## src/rtl/seg_scan_pkg.sv

```systemverilog
// Shared types and widths for the seven-segment scan controller.
package seg_scan_pkg;

    // One hex digit per display position.
    localparam int NIBBLE_W = 4;

    // Width of the downstream decoder's datain bus.
    localparam int DATAIN_W = 8;

    // Each digit slot is a dead-time followed by the lit period.
    typedef enum logic {
        PH_BLANK  = 1'b0,
        PH_ACTIVE = 1'b1
    } phase_e;

endpackage

```

## src/rtl/seg_scan_ctrl_scan_timer.sv

```systemverilog
// Slot timer: counts cycles inside a digit slot, steps the digit index at the
// end of each slot and tracks the BLANK/ACTIVE phase of the current slot.
// Both the current and the next-cycle phase/index are exported so the top
// level can register outputs that line up exactly with the counter.
module scan_timer
    import seg_scan_pkg::*;
#(
    parameter int DIGITS       = 4,
    parameter int PRESCALE     = 50000,
    parameter int BLANK_CYCLES = 16,
    localparam int CNT_W       = $clog2(PRESCALE),
    localparam int IDX_W       = $clog2(DIGITS)
) (
    input  logic             clk,
    input  logic             rst,
    output phase_e           phase_o,
    output logic [IDX_W-1:0] idx_o,
    output phase_e           phase_nxt_o,
    output logic [IDX_W-1:0] idx_nxt_o,
    output logic             slot_start_o,
    output logic             frame_wrap_o
);

    localparam logic [CNT_W-1:0] CNT_LAST   = CNT_W'(PRESCALE - 1);
    localparam logic [CNT_W-1:0] BLANK_LAST = CNT_W'(BLANK_CYCLES - 1);
    localparam logic [IDX_W-1:0] IDX_LAST   = IDX_W'(DIGITS - 1);

    logic [CNT_W-1:0] cnt_q, cnt_d;
    logic [IDX_W-1:0] idx_q, idx_d;
    phase_e           phase_q, phase_d;
    logic             slot_end;

    assign slot_end = (cnt_q == CNT_LAST);

    // Slot counter and digit index; both wrap explicitly at their last value
    // because neither PRESCALE nor DIGITS needs to be a power of two.
    always_comb begin
        cnt_d = slot_end ? '0 : cnt_q + CNT_W'(1);
        idx_d = idx_q;
        if (slot_end) begin
            idx_d = (idx_q == IDX_LAST) ? '0 : idx_q + IDX_W'(1);
        end
    end

    // Phase next-state: BLANK hands over to ACTIVE after the dead-time, and
    // ACTIVE returns to BLANK when the slot ends.
    always_comb begin
        // NOTE: every always_comb output is assigned a default first so no
        // path through the block can leave it unassigned and infer a latch.
        phase_d = phase_q;
        case (phase_q)
            PH_BLANK:  if (cnt_q == BLANK_LAST) phase_d = PH_ACTIVE;
            PH_ACTIVE: if (slot_end)            phase_d = PH_BLANK;
        endcase
    end

    // Timer state registers; reset parks the scan at digit 0, first BLANK cycle.
    always_ff @(posedge clk or posedge rst) begin
        if (rst) begin
            cnt_q   <= '0;
            idx_q   <= '0;
            phase_q <= PH_BLANK;
        end else begin
            // NOTE: non-blocking assignments so every register samples the
            // pre-edge values, independent of statement order.
            cnt_q   <= cnt_d;
            idx_q   <= idx_d;
            phase_q <= phase_d;
        end
    end

    assign phase_o      = phase_q;
    assign idx_o        = idx_q;
    assign phase_nxt_o  = phase_d;
    assign idx_nxt_o    = idx_d;
    assign slot_start_o = (cnt_q == '0);
    assign frame_wrap_o = slot_end && (idx_q == IDX_LAST);

endmodule

```

## src/rtl/seg_scan_ctrl.sv

```systemverilog
// Time-multiplexed scan controller for a common-anode seven-segment display.
// Holds a pending value written by the processor and a display value that only
// changes at the start of a frame, so a frame never mixes old and new digits.
// Feeds one nibble at a time to a shared registered decoder and strobes one
// active-low digit enable per slot, with a dead-time at the start of each slot.
module seg_scan_ctrl
    import seg_scan_pkg::*;
#(
    parameter int DIGITS       = 4,
    parameter int PRESCALE     = 50000,
    parameter int BLANK_CYCLES = 16
) (
    input  logic                       clk,
    input  logic                       rst,
    input  logic                       load,
    input  logic [NIBBLE_W*DIGITS-1:0] value,
    input  logic                       lz_blank,
    output logic [DATAIN_W-1:0]        digit_data,
    output logic [DIGITS-1:0]          digit_en_n,
    output logic                       frame_tick
);

    localparam int VAL_W = NIBBLE_W * DIGITS;
    localparam int IDX_W = $clog2(DIGITS);

    // Timer interface
    phase_e           phase;
    phase_e           phase_nxt;
    logic [IDX_W-1:0] idx;
    logic [IDX_W-1:0] idx_nxt;
    logic             slot_start;
    logic             frame_wrap;

    // Value registers
    logic [VAL_W-1:0] pending_q, pending_d;
    logic [VAL_W-1:0] disp_q, disp_d;
    logic             capture;

    // Datapath
    logic [NIBBLE_W-1:0] nibble;
    logic [DIGITS-1:0]   suppress;
    logic                upper_zero;

    // Output registers
    logic [DATAIN_W-1:0] digit_data_q, digit_data_d;
    logic [DIGITS-1:0]   digit_en_n_q, digit_en_n_d;
    logic                frame_tick_q;

    scan_timer #(
        .DIGITS       (DIGITS),
        .PRESCALE     (PRESCALE),
        .BLANK_CYCLES (BLANK_CYCLES)
    ) u_scan_timer (
        .clk          (clk),
        .rst          (rst),
        .phase_o      (phase),
        .idx_o        (idx),
        .phase_nxt_o  (phase_nxt),
        .idx_nxt_o    (idx_nxt),
        .slot_start_o (slot_start),
        .frame_wrap_o (frame_wrap)
    );

    // The display value is refreshed only on the first BLANK cycle of digit 0.
    assign capture = slot_start && (phase == PH_BLANK) && (idx == '0);

    // Pending takes every load; disp takes pending at frame start, or the
    // incoming value directly when a load lands on that very cycle.
    always_comb begin
        pending_d = pending_q;
        if (load) begin
            pending_d = value;
        end
        disp_d = disp_q;
        if (capture) begin
            disp_d = load ? value : pending_q;
        end
    end

    // Select the current digit's nibble from the value disp is about to hold,
    // so digit 0 of a fresh frame already shows the newly captured value.
    always_comb begin
        nibble = '0;
        for (int i = 0; i < DIGITS; i++) begin
            if (idx == IDX_W'(i)) begin
                nibble = disp_d[i*NIBBLE_W +: NIBBLE_W];
            end
        end
    end

    // Leading-zero suppression: walk down from the most significant digit;
    // a digit is dark while it and everything above it is zero. Digit 0 is
    // always lit so a value of zero still shows a single '0'.
    always_comb begin
        suppress   = '0;
        upper_zero = 1'b1;
        for (int i = DIGITS - 1; i >= 1; i--) begin
            upper_zero  = upper_zero & (disp_q[i*NIBBLE_W +: NIBBLE_W] == '0);
            suppress[i] = lz_blank & upper_zero;
        end
    end

    // Next output values. Enables are computed from the timer's next-cycle
    // phase and index so the registered enable tracks the counter exactly:
    // it falls when the count reaches the end of the dead-time and rises
    // when the next slot begins. digit_data is reloaded on the first BLANK
    // cycle, giving the decoder's register stage time to settle before the
    // enable falls.
    always_comb begin
        digit_data_d = digit_data_q;
        if (slot_start) begin
            digit_data_d = {{(DATAIN_W - NIBBLE_W){1'b0}}, nibble};
        end
        digit_en_n_d = '1;
        if (phase_nxt == PH_ACTIVE) begin
            for (int i = 0; i < DIGITS; i++) begin
                if ((idx_nxt == IDX_W'(i)) && !suppress[i]) begin
                    digit_en_n_d[i] = 1'b0;
                end
            end
        end
    end

    // Value and output registers; all outputs come straight from flops so
    // the display pins never glitch.
    always_ff @(posedge clk or posedge rst) begin
        if (rst) begin
            pending_q    <= '0;
            disp_q       <= '0;
            digit_data_q <= '0;
            digit_en_n_q <= '1;
            frame_tick_q <= 1'b0;
        end else begin
            pending_q    <= pending_d;
            disp_q       <= disp_d;
            digit_data_q <= digit_data_d;
            digit_en_n_q <= digit_en_n_d;
            frame_tick_q <= frame_wrap;
        end
    end

    assign digit_data = digit_data_q;
    assign digit_en_n = digit_en_n_q;
    assign frame_tick = frame_tick_q;

endmodule

```

## config.mk

```make
export PLATFORM = sky130hd
export DESIGN_NAME = seg_scan_ctrl
export DESIGN_NICKNAME = d
export VERILOG_FILES = /design/src/rtl/seg_scan_pkg.sv /design/src/rtl/seg_scan_ctrl_scan_timer.sv /design/src/rtl/seg_scan_ctrl.sv
export SDC_FILE = /design/constraint.sdc
export NUM_CORES = 1
export LEC_CHECK = 0
export CAP_MARGIN = 20
export CORE_ASPECT_RATIO = 2
export CORE_UTILIZATION = 35
export DETAILED_ROUTE_END_ITERATION = 8
export GPL_TIMING_DRIVEN = 0
export HOLD_SLACK_MARGIN = 0.15
export PLACE_DENSITY = 0.62
export SETUP_SLACK_MARGIN = 0.4
export SLEW_MARGIN = 0
export SYNTH_ARGS = -nofsm -noshare
export SYNTH_HDL_FRONTEND = slang
export SYNTH_SLANG_ARGS = --single-unit
```

## constraint.sdc

```tcl
create_clock -name clk -period 2.65 [get_ports clk]
set_input_delay 0.53 -clock clk [delete_from_list [all_inputs] [get_ports clk]]
set_output_delay 0.53 -clock clk [all_outputs]
set_load 0.01 [all_outputs]
```

# Word-level counts from Yosys, hierarchy flattened
# Index checks and enable logic that the tools add are counted.
# W data, S select, Z words.
word_totals:
  register_bits: 60
  output_inout_bits: 13
  mem_count: 0
  ram_bits: 0
  latch_bits: 0
  romBits: 0
op_classes:
  n_addsub: 2
  shifts: 0
  n_eq_ne: 8
  order_cmp: 0
  mux: 17
  n_mul: 0
  div: 0
  n_reduce_logical: 15
  bitwise: 6
op_table:
  columns: ["operator", "n"]
  rows:
  - ["$mux W16", 3]
  - ["$mux W4", 5]
  - ["$add A16 B1 Y16 const B", 1]
  - ["$eq A16 B16 Y1 const B", 1]
  - ["$eq A16 B4 Y1 const B", 1]
  - ["$logic_not A16 Y1", 1]
  - ["$logic_not A4 Y1", 3]
  - ["$eq A2 B2 Y1 const B", 4]
  - ["$logic_and A1 B1 Y1", 6]
  - ["$mux W1", 6]
  - ["$and A1 B1 Y1", 5]
  - ["$eq A2 B1 Y1 const B", 2]
  - ["$logic_not A2 Y1", 2]
  - ["$mux W2", 2]
  - ["$logic_not A1 Y1", 3]
  - ["$add A2 B1 Y2 const B", 1]
  - ["$pmux W1 S2", 1]
  - ["$not A1 Y1", 1]

# Logic depth before layout (Yosys ltp)
depth:
  word_depth: 8
  depth_mapped: 8
  depth_no_buf: 6

# By module
# A second synthesis with hierarchy kept.
hier_totals:
  hier_cells: 225
  hier_area_um2: 2765.2
modules_own_cells:
  columns: ["mod", "cells_per_inst", "n_inst", "area_per_inst_um2"]
  rows:
  - ["seg_scan_ctrl", 130, 1, 1789.2]
  - ["scan_timer", 95, 1, 975.9]

# Worst setup path before layout
# Ideal clock, no wire load.
synth_path:
  kind: "reg-to-reg"
  startpoint: "register u_scan_timer.cnt_q[11]"
  endpoint: "register disp_q[10]"
  n_path_buf: 2
  required_time_ns: 2.525
  path_stages_with_launch: 7
  path_slack_ns: 0.382
  arrival_time_ns: 2.143
  path_cell_list: "dfrtp_1 -> or4_4 -> or2_1 -> buf_6 -> nor3_4 -> buf_8 -> mux2_2"
synth_between:
  elab_chain_len: 4
synth_lines:
  columns: ["element", "line_no", "rtl"]
  rows:
  - ["start: declaration", "seg_scan_ctrl_scan_timer.sv:28", "logic [CNT_W-1:0] cnt_q, cnt_d;"]
  - ["start signal: assignment", "seg_scan_ctrl_scan_timer.sv:66", "cnt_q <= cnt_d;"]
  - ["$logic_not A16 Y1", "seg_scan_ctrl_scan_timer.sv:76", "assign slot_start_o = (cnt_q == '0);"]
  - ["$logic_and A1 B1 Y1 (2 in a row)", "seg_scan_ctrl.sv:65", "assign capture = slot_start && (phase == PH_BLANK) && (idx == '0);"]
  - ["$mux W16", "seg_scan_ctrl.sv:75", "if (capture) begin"]
  - ["via disp_d[10]", "seg_scan_ctrl.sv:36", "logic [VAL_W-1:0] disp_q, disp_d;"]
  - ["end signal: assignment", "seg_scan_ctrl.sv:135", "disp_q <= disp_d;"]
  - ["end: declaration", "seg_scan_ctrl.sv:36", null]
# The timed path passes the listed nets, and every way through them passes these cells.
# A chain may end at the register's enable or synchronous reset.

# Worst setup path in the final report
layout_path:
  startpoint: "register u_scan_timer.cnt_q[10]"
  endpoint: "register disp_q[10]"
# Same word-level chain as after synthesis.

==> summary.txt <==
Outcome
  – Run status: finished clean

Die
  – Die width: 66.3 um
  – Core area: 7940 um2
  – DIE AREA: 8660 um2
  – Die H: 131 um
  – Number of core rows: 46
  – Top-Level Pins: 33
  – Starting density of the core: 36.4%

STA
  – Hold Fails Final Rpt: 0
  – Clk_skew: 0.00647 ns
  – Final Cycle Share: 84.9%
  – # setup viols final: 0
  – Max Fclk: 0.444 GHz
  – Hold Slack: 0.478 ns
  – Tmin final: 2.25 ns
  – Final worst setup slack: 0.399 ns
  – RSZ-0062 raised after global routing: yes
  – Fin. max-slew vios: 0

Route
  – Routed length per instance: 15.9 um
  – Via/cell ratio: 5.12
  – Vias: 1988
  – # DRC: 0
  – DRT Pass-1 Iters: 4
  – Total Wirelength: 6160 um
  – Initial drt markers: 90
  – Final ANT Viol Nets: 0

Pwr
  – Pwr Density: 582 nW/um2
  – Max VDD drop: 0.287 mV
  – PnR Total Power: 2.16 mW
  – Leak pwr: 1.66 nW

Yosys
  – Post-synthesis mux area share: 16.0%
  – Syn_area_per_cell: 12.2 um2
  – EDFF count, synth: 0
  – Simple-Gate Fraction of Synth Area: 13.9%
  – Seq/Total Area, Yosys: 52.1%
  – Adder-Cell Fraction of Synth Area: 2.59%
  – Synth Area in XOR/XNOR: 4.24%
  – Cell taking the most area after synthesis: dfrtp_1
  – Main combinational cell family by area after synthesis: multiplexers
  – Compound-Gate Fraction of Synth Area: 7.00%
  – Synthesized flop and latch total: 60
  – Count of mapped cells out of synthesis: 238
  – Async set or reset register ratio after synthesis: 100%
  – Yosys cell types: 50
  – Yosys Warn Count: 0
  – Share of the synthesized area in the top cell type: 48.4%
  – Dominant synthesized flop cell: dfrtp_1
  – Syn Std Cell Area: 2890 um2
  – Top cells by area, synth: dfrtp_1 (48%), mux2_2 (13%), dfstp_2 (3.6%), mux2i_1 (3.1%), ha_1 (2.6%)

Finish
  – Layout cells sized above 1: 27.1%
  – Nets: 314
  – Most common cell after layout, fill and taps aside: dfrtp_1
  – Finished Cell Area: 3710 um2
  – Most frequent cells in the layout: dfrtp_1 (56), mux2_2 (28), clkdlybuf4s50_1 (27)
  – Layout area overhead: 28.1%
  – Ant diodes: 0

Setup path
  – WP data required: 2.86 ns
  – Reg2reg start: u_scan_timer.cnt_q[10]$_DFF_PP0_
  – Kind of critical path: reg -> reg
  – Critical Path Start: u_scan_timer.cnt_q[10]$_DFF_PP0_
  – CP endpoint kind: flop
  – CP arrival: 2.46 ns
  – Reg2Reg Depth: 7
  – CP startpoint kind: flop
  – Crit-path max FO: 8

Clock tree
  – CTS clock-pin slew for the worst setup and hold paths: 0.05 ns
  – TritonCTS clock tree: yes
  – Cell at the root of the clock tree: clkbuf_16
  – Clock sink count: 60
  – Total clock buffers created by CTS: 9
  – Later-pin clock latency in the skew report: 0.33 ns
  – Clk buf depth: 2
  – Number of H-tree levels: 3

Place
  – Placer congestion estimate: 0.853
  – Post-DP HPWL: 4570 um
  – Post-Place Setup Slack: 0.152 ns
  – Placed Instance Area: 3320 um2
  – I/O Buffers: 27

Global route
  – Vias in the first global route: 2140
  – Antenna violations before repair: 0
  – Global-route wire length before repair: 10300 um
  – Total gr overflow: 0
  – All-Layer GR Usage: 16.6%
  – Pin count of the biggest net entering global routing: 43

Worst hold path
  – Worst min-delay path startpoint: u_scan_timer.phase_o$_DFF_PP0_
  – Hold Path Cell Cnt: 1
  – Hold WC Path Type: reg -> reg

Run
  – Max Cap Viol: 0
-- cell type report --
class / count / area, um2
clock inverters: 3 / 15.0
well taps: 96 / 120
flip-flops and latches: 60 / 1510
plain buffers: 16 / 101
multi-input cells: 159 / 1330
clock buffers: 12 / 236
fillers: 749 / 4240
repair buffers: 36 / 378
inverters: 6 / 22.5
-- cell usage after synthesis, drive strengths merged (2+ instances only) --
| library cell | instances |
|---|---|
| a221o | 4 |
| a221oi | 3 |
| a22o | 4 |
| and2 | 2 |
| and3 | 3 |
| buf | 9 |
| clkbuf | 7 |
| dfrtp | 56 |
| dfstp | 4 |
| ha | 6 |
| inv | 6 |
| mux2 | 33 |
| mux2i | 9 |
| nand2 | 8 |
| nand2b | 2 |
| nand3 | 7 |
| nand4 | 8 |
| nor2 | 13 |
| nor2b | 2 |
| nor3 | 4 |
| nor4 | 7 |
| o21ai | 6 |
| o31ai | 2 |
| o41ai | 3 |
| or2 | 3 |
| or4 | 2 |
| xnor2 | 6 |
| xor2 | 8 |
-- routing by layer --
metal | part of all wire, % | routed length [um] | global-route usage (%)
met4 | 3.4 | 212 | 9.89
met3 | 3.1 | 191 | 4.95
met1 | 35 | 2130 | 15.3
met2 | 59 | 3630 | 31.0
met5 | 0 | 0 | 0
-- final timing paths --
kind / to / slack, ns
worst max-delay path: disp_q[10]$_DFF_PP0_ / 0.40
worst min-delay path: u_scan_timer.phase_o$_DFF_PP0_ / 0.48
worst max register to register: disp_q[10]$_DFF_PP0_ / 0.40
worst min register to register: u_scan_timer.phase_o$_DFF_PP0_ / 0.48
max in group asynchronous: disp_q[15]$_DFF_PP0_ / 1.55
min in group asynchronous: u_scan_timer.cnt_q[13]$_DFF_PP0_ / 0.53
-- kinds of logic after synthesis --
kind of cell	after synthesis
mux	42
flops	60
xor+xnor	14
fa+ha+maj	6
other cells	1
simple gates	67
compound gates	26
buf+inv	22
-- per-stage QoR --
step | cells | util (%) | TNS (ns)
finish | 388 | 46.7 | 0
global route | 388 | 46.7 | 0
CTS | 385 | 45.9 | 0
detailed placement | 365 | 41.7 | 0
global placement | 364 | 41.5 | -23.49
floorplan | 241 | - | 0
-- state kept, by name (all words and copies together) (netlist names) --
signal and cells:
disp_q 16, pending_q 16, u_scan_timer.cnt_q 16, digit_data 4
digit_en_n 4, u_scan_timer.idx_o 2, frame_tick 1, u_scan_timer.phase_o 1
-- critical path, stage by stage, from the launching register on --
cell	delay, ns
dfrtp_1	0.40
or4_4	0.55
or2_1	0.24
buf_6	0.14
nor3_4	0.23
buf_6	0.14
buf_16	0.11
mux2_2	0.32
-- where the power goes --
| group | internal (mW) | leakage, nW | total [mW] | switching, mW |
|---|---|---|---|---|
| registers | 0.966 | 0.735 | 0.988 | 0.0217 |
| clock network | 0.621 | 0.126 | 1.00 | 0.380 |
| logic | 0.0941 | 0.802 | 0.167 | 0.0728 |
-- what timing repair did --
action / 4_1_cts / 5_1_grt
setup buffers: 4 / 3
pin swaps: 1 / 2
hold buffers: 0 / 0
resized for setup: 4 / 14
setup endpoints to repair: 26 / 21
cloned: 1 / 0
No activity file was read; power rests on OpenSTA's default activity.
